--- config.mk ---
export PLATFORM = sky130hd
export DESIGN_NAME = nasti_addr_mapper
export DESIGN_NICKNAME = d
export VERILOG_FILES = /design/src/rtl/nasti_ddr_pkg.sv /design/src/rtl/nasti_addr_mapper.sv
export SDC_FILE = /design/constraint.sdc
export NUM_CORES = 1
export LEC_CHECK = 0
export ABC_AREA = 1
export BUFFER_PORTS_ARGS = -buffer_cell sky130_fd_sc_hd__buf_4
export CORE_MARGIN = 4
export CORE_UTILIZATION = 45
export CTS_CLUSTER_SIZE = 20
export DETAILED_ROUTE_END_ITERATION = 6
export PLACE_DENSITY = 0.78
export SYNTH_ARGS = -nofsm -noshare
export SYNTH_HDL_FRONTEND = slang
export SYNTH_SLANG_ARGS = --single-unit
--- constraint.sdc ---
create_clock -name s_nasti_clk -period 1.5 [get_ports s_nasti_clk]
set_input_delay 0.375 -clock s_nasti_clk [delete_from_list [all_inputs] [get_ports s_nasti_clk]]
set_output_delay 0.375 -clock s_nasti_clk [all_outputs]
set_load 0.005 [all_outputs]
--- src/rtl/nasti_ddr_pkg.sv ---
// Shared DDR address-map definitions: map select, DDR coordinate widths,
// the buffered request record and the address-to-bank/row/col translation.
package nasti_ddr_pkg;

    localparam int BANK_W     = 3;
    localparam int ROW_W      = 14;
    localparam int COL_W      = 10;
    localparam int MAP_ADDR_W = 64;

    typedef enum logic [1:0] {
        MAP_RBC  = 2'b00,
        MAP_BRC  = 2'b01,
        MAP_RCB  = 2'b10,
        MAP_RSVD = 2'b11
    } map_e;

    typedef enum logic [1:0] {
        ST_EMPTY = 2'b00,
        ST_ONE   = 2'b01,
        ST_TWO   = 2'b10
    } state_e;

    typedef struct packed {
        logic [BANK_W-1:0] bank;
        logic [ROW_W-1:0]  row;
        logic [COL_W-1:0]  col;
        logic              oor;
    } ddr_loc_t;

    typedef struct packed {
        ddr_loc_t loc;
        logic     write;
    } req_t;

    // Word index is the 64-bit beat number; anything above bit 29 is out of range
    // and yields an all-zero coordinate with the oor flag set.
    function automatic ddr_loc_t map_addr(input map_e map, input logic [MAP_ADDR_W-1:0] addr);
        logic [26:0] w;
        ddr_loc_t    r;
        w     = addr[29:3];
        r     = '0;
        r.oor = |addr[MAP_ADDR_W-1:30];
        if (!r.oor) begin
            case (map)
                MAP_BRC: begin
                    r.col  = w[9:0];
                    r.row  = w[23:10];
                    r.bank = w[26:24];
                end
                MAP_RCB: begin
                    r.bank = w[2:0];
                    r.col  = w[12:3];
                    r.row  = w[26:13];
                end
                default: begin
                    r.col  = w[9:0];
                    r.bank = w[12:10];
                    r.row  = w[26:13];
                end
            endcase
        end
        return r;
    endfunction

endpackage

--- src/rtl/nasti_addr_mapper.sv ---
// Translates NASTI byte addresses into DDR bank/row/col through an output
// register plus skid register, so the input side can run at one request per cycle.
module nasti_addr_mapper
    import nasti_ddr_pkg::*;
#(
    parameter int C_NASTI_ADDR_WIDTH = 32,
    parameter int C_ID_WIDTH         = 4
) (
    input  logic                          s_nasti_clk,
    input  logic                          s_nasti_reset,
    input  logic [1:0]                    add_map,
    input  logic                          in_valid,
    output logic                          in_ready,
    input  logic [C_NASTI_ADDR_WIDTH-1:0] in_addr,
    input  logic                          in_write,
    input  logic [C_ID_WIDTH-1:0]         in_id,
    output logic                          out_valid,
    input  logic                          out_ready,
    output logic [BANK_W-1:0]             out_bank,
    output logic [ROW_W-1:0]              out_row,
    output logic [COL_W-1:0]              out_col,
    output logic                          out_write,
    output logic [C_ID_WIDTH-1:0]         out_id,
    output logic                          out_oor,
    output logic [1:0]                    dbg_state
);

    // Handshake: a transfer happens on a rising edge where valid and ready are both
    // high; valid never drops and payload never changes until that transfer happens.

    state_e                state;
    map_e                  cur_map;
    req_t                  in_req;
    req_t                  out_q;
    req_t                  skid_q;
    logic [C_ID_WIDTH-1:0] out_id_q;
    logic [C_ID_WIDTH-1:0] skid_id_q;
    logic                  accept;

    always_comb begin
        in_req.loc   = map_addr(cur_map, MAP_ADDR_W'(in_addr));
        in_req.write = in_write;
    end

    assign accept = in_valid & in_ready;

    always_ff @(posedge s_nasti_clk) begin
        if (s_nasti_reset) begin
            state     <= ST_EMPTY;
            in_ready  <= 1'b0;
            out_valid <= 1'b0;
            cur_map   <= MAP_RBC;
            out_q     <= '0;
            skid_q    <= '0;
            out_id_q  <= '0;
            skid_id_q <= '0;
        end else begin
            // Map switches only in a truly idle cycle so a burst never mixes maps.
            if (state == ST_EMPTY && !in_valid) begin
                cur_map <= map_e'(add_map);
            end
            case (state)
                ST_EMPTY: begin
                    in_ready <= 1'b1;
                    if (accept) begin
                        out_q     <= in_req;
                        out_id_q  <= in_id;
                        out_valid <= 1'b1;
                        state     <= ST_ONE;
                    end
                end
                ST_ONE: begin
                    in_ready <= 1'b1;
                    if (accept && out_ready) begin
                        out_q    <= in_req;
                        out_id_q <= in_id;
                    end else if (accept) begin
                        skid_q    <= in_req;
                        skid_id_q <= in_id;
                        in_ready  <= 1'b0;
                        state     <= ST_TWO;
                    end else if (out_ready) begin
                        out_valid <= 1'b0;
                        state     <= ST_EMPTY;
                    end
                end
                ST_TWO: begin
                    if (out_ready) begin
                        out_q    <= skid_q;
                        out_id_q <= skid_id_q;
                        in_ready <= 1'b1;
                        state    <= ST_ONE;
                    end
                end
                default: begin
                    state     <= ST_EMPTY;
                    out_valid <= 1'b0;
                    in_ready  <= 1'b1;
                end
            endcase
        end
    end

    assign out_bank  = out_q.loc.bank;
    assign out_row   = out_q.loc.row;
    assign out_col   = out_q.loc.col;
    assign out_oor   = out_q.loc.oor;
    assign out_write = out_q.write;
    assign out_id    = out_id_q;
    assign dbg_state = state;

endmodule

==> Word-level counts from Yosys, hierarchy flattened <==
Cells that the tools add are included.
{ "word_totals": {"memories": 0, "mem_bits_ro": 0, "latchBits": 0, "inputBits": 43, "mem_bits_rw": 0, "reg_bits": 72, "output_inout_bits": 37, "elab_cells": 65} }
{ "op_classes": {"n_addsub": 0, "n_reduce_logical": 10, "mul": 0, "bitwise": 3, "n_eq_ne": 11, "muxes": 25, "shift": 0, "n_lt_le_gt_ge": 0, "div_mod_pow": 0} }
{ "op_table": {"columns": ["cell", "n"], "rows": [
  ["$mux 29", 3],
  ["$pmux 29 s3", 1],
  ["$pmux 27 s2", 1],
  ["$mux 27", 1],
  ["$mux 4", 3],
  ["$ne 2x2->1 const B", 6],
  ["$pmux 4 s3", 1],
  ["$mux 2", 5],
  ["$reduce_and 4->1", 2],
  ["$mux 1", 7],
  ["$pmux 2 s3", 1],
  ["$reduce_and 5->1", 1],
  ["$eq 2x1->1 const B", 2],
  ["$eq 2x2->1 const B", 2],
  ["$ne 3x3->1 const B", 1],
  ["$pmux 1 s3", 1],
  ["$reduce_and 3->1", 1],
  ["$reduce_bool 3->1", 1],
  ["$logic_and 1x1->1", 2],
  ["$logic_not 2->1", 1],
  ["$not 1->1", 2],
  ["$pmux 1 s2", 1],
  ["$reduce_or 2->1", 1],
  ["$and 1x1->1", 1],
  ["$logic_not 1->1", 1]
]} }

==> Longest topological paths before layout <==
{ "logic_depth": {"ltp_word": 5, "depth_mapped": 11, "depth_no_buf": 10} }

==> Worst setup path before layout <==
No wires, ideal clock.
{ "synth_path": {"kind": "register -> register", "from": "reg cur_map[0]", "to": "reg out_q (netlist bit out_col[1])", "period_less_slack_ns": 1.471, "path_stages_with_launch": 11, "required_time_ns": 1.444, "setup_slack_ns": 0.029, "arrival_time_ns": 1.415, "setup_time_ns": 0.056, "path_buffers": 1, "path_cell_list": "dfxtp_1 -> inv_1 -> ha_1 -> inv_1 -> clkbuf_1 -> nand3_1 -> nand2_1 -> nand3_1 -> nand2_1 -> nand2_1 -> inv_1"} }
{ "synth_via": {"elab_chain_cells": 5, "word_cells_on_any_way": 7, "classes_between": "eq/ne (2); mux (5)"} }
{ "synth_lines": {"columns": ["element", "line_no", "text"], "rows": [
  ["start, declared", "nasti_addr_mapper.sv:32", "map_e cur_map;"],
  ["start signal, assigned", "nasti_addr_mapper.sv:60", "cur_map <= map_e'(add_map);"],
  ["$eq 2x2->1 / $eq 2x1->1 (equally long branches)", "nasti_ddr_pkg.sv:44", "case (map)"],
  ["$pmux 27 s2 (*)", "nasti_ddr_pkg.sv:44", null],
  ["$mux 27 (*)", "nasti_ddr_pkg.sv:43", "if (!r.oor) begin"],
  ["$mux 29, on equally long branches", "nasti_addr_mapper.sv:74, nasti_addr_mapper.sv:65", null],
  ["$pmux 29 s3 (*)", "nasti_addr_mapper.sv:62", "case (state)"],
  ["end signal, assigned", "nasti_addr_mapper.sv:66", "out_q <= in_req;"],
  ["end signal, assigned", "nasti_addr_mapper.sv:75", "out_q <= in_req;"],
  ["end signal, assigned", "nasti_addr_mapper.sv:89", "out_q <= skid_q;"],
  ["end, declared", "nasti_addr_mapper.sv:34", "req_t out_q;"]
]} }
Every way passes the cells marked *; elsewhere a longest branch is shown, timed or not. The select of a mux whose other input is x is not followed.
A chain may end at the register's enable or synchronous reset.

==> Worst setup path in the final report <==
{ "layout_path": {"from": "reg cur_map[0]", "to": "reg out_q (netlist bit out_row[11])"} }
Same word-level chain as after synthesis.

==> flow_summary.yaml <==
detailed_routing:
  route.vias.total: 4079
  drcViolationCount: 0
  drt_wl_total_um: 10270
  wl_per_cell_um: 12.71
  drt-vias-per-instance: 5.048
  drt_iter0_markers: 327
  ant_nets: 0
  drtPass1Iterations: 5
cells_and_area:
  final_cell_mix: "nand2_1 (135), nor2_1 (112), buf_4 (90)"
  antenna_cells: 0
  final_common_cell: "nand2_1"
  fin_nets: 743
  area_delta_synth_final_pct: 25.82
  drive_gt1_frac: 0.2148
  final_cells: 808
  final_core_util: 0.5921
clocking:
  root_buffer: "clkbuf_8"
  clockBufferDepth: 2
  cts_hold_buf: 0
  clock_latency_ns: 0.35
  cts_tree: "yes"
  clk_pin_slew_ns: 0.08
  cts.sinks: 72
  cts_buffers: 9
  htree_num_levels: 3
flow_run:
  max_cap_viol_count: 0
global_routing:
  grt_pass1_wl_um: 16770
  grt_overflow: 0
  grt_max_degree: 56
  first_global_vias: 3605
  antenna_found_initial: 0
  track_usage: 0.2023
setup_path:
  arrival_ns: 1.67
  cp_max_fo: 14
  crit_buf_inv: 4
  start_kind: "flop"
  crit_top_cell: "nand2_1"
  critPathTopFamily: "simple AND/OR/NAND/NOR gates"
  r2r_setup_slack_ns: 0.08
  crit_type: "reg -> reg"
  required_ns: 1.75
  crit_chain: "inv_1, ha_4, inv_6, nand2_2, buf_12, nand2_1, nand2_1, nand3_1, nand2_1, nand2_1, inv_1"
  crit_slowest_cell: "dfxtp_2"
  cp-end-kind: "flop"
  critPathMaxStageDelay_ns: 0.33
timing:
  slew_headroom: 0.7580
  worst_slew_pin_slew_ns: 0.3629
  hold_viol: 0
  holdWs_ns: 0.2558
  period_share: 0.9461
  slew_viol_final: 0
  setup-violations-final: 0
  skew_ns: 0.01067
  worst_slack_ns: 0.08090
  rsz0062_at_grt: "yes"
  period_needed_ns: 1.419
  max_freq_ghz: 0.7047
outcome:
  outcome: "finished, final reports clean"
synth:
  yosysTopAreaCellShare: 0.3672
  syn_nets: 672
  seq_area_frac_synth: 0.3672
  syn_inst: 627
  synth.distinct_cells: 21
  yosys.area.top_type: "dfxtp_1"
  ys_ff_latch: 72
  netlist_area_mm2: 0.003925
  syn_area_per_cell_um2: 6.260
  yosys_warnings: 0
  yosys-top-cells-area: "dfxtp_1 (37%), nand2_1 (13%), nor2_1 (11%)"
die:
  ioPinCount: 80
  coreArea_mm2: 0.008341
  design.die.area_mm2: 0.01028
  fp.dieH_um: 101.4
  num_rows: 33
  start_util: 0.4706
  die_width_um: 101.4
power:
  finalPower_mw: 4.976
  vdd_ir_drop_max_mv: 0.5288
  power_density_mw_per_mm2: 1008
  leakage_nw: 2.441
placed_design:
  post-place-ws_ns: -0.08113
  place_congestion: 0.8641
  dp_hpwl_um: 7114
  dp.cells: 792
  io_buffers: 76
hold_path:
  hold_class: "in -> reg"
worst register-to-register path, delay by kind of cell, from the launching register on:
family,cells,cell delay [ns]
adder cells (fa/ha/maj),1,0.26
AND/OR/NAND/NOR,6,0.42
buffers and inverters,4,0.32
flip-flops,1,0.33
sequential cells by signal (all words and copies together) (netlist names), 2 cells and up:
name and cells:
out_id 4, skid_q 29, out_row 14, dbg_state 2
skid_id_q 4, out_col 10, cur_map 2, out_bank 3
stage by stage:
| stage | TNS (ns) | cell area (µm²) |
|---|---|---|
| after detailed placement | -0.5184 | 4634 |
| after CTS | 0 | 4903 |
| after global placement | -0.1770 | 4634 |
| after floorplan | 0 | 3925 |
| final | 0 | 4938 |
| after global routing | -0.004894 | 4938 |
area by class of cell:
cell class	count	area, µm²
fill	783	3402
multi-input combinational	425	1948
sequential	72	1446
timing repair buffer	98	813.3
inverter	92	355.3
tap	105	131.4
clock buffer	9	123.9
clock inverter	7	120.1
synthesized netlist by cell type, drive strengths merged:
library cell    n
dfxtp          72
nand3          59
buf            26
nand2         144
ha              2
inv            92
o21ai          43
nor2          115
clkbuf         12
a21oi          62
repair_timing:
| item | CTS | global route |
|---|---|---|
| hold endpoints to repair | 0 | 0 |
| setup endpoints to repair | 27 | 35 |
| buffers inserted | 0 | 0 |
| gates resized for setup | 6 | 13 |
| pin swaps | 1 | 1 |
final timing paths:
check,from,endpoint,cells past startpoint
min,add_map[1],cur_map[1],3
max,cur_map[0],out_row[11],11
min reg2reg,skid_q[0],skid_q[0],2
max reg2reg,cur_map[0],out_row[11],11
power by group:
group / switching, mW / internal (mW)
combinational: 0.578 / 0.447
clock: 0.776 / 1.11
sequential: 0.0567 / 2.01
logic make-up (layout without fill, tap and decap cells):
kind of cell / after synthesis / count (layout) / synth area share
simple gates: 318 / 318 / 0.3347
buf+inv: 130 / 206 / 0.1454
compound gates: 105 / 105 / 0.1463
fa+ha+maj: 2 / 2 / 0.006374
flops: 72 / 72 / 0.3672
routing by layer:
| layer | wire [µm] | GRT usage |
|---|---|---|
| met1 | 4479 | 0.2688 |
| met2 | 4999 | 0.3295 |
| met3 | 650 | 0.04890 |
| met4 | 144 | 0.05419 |
| met5 | 0 | 0 |
No activity file was read; power rests on OpenSTA's default activity.
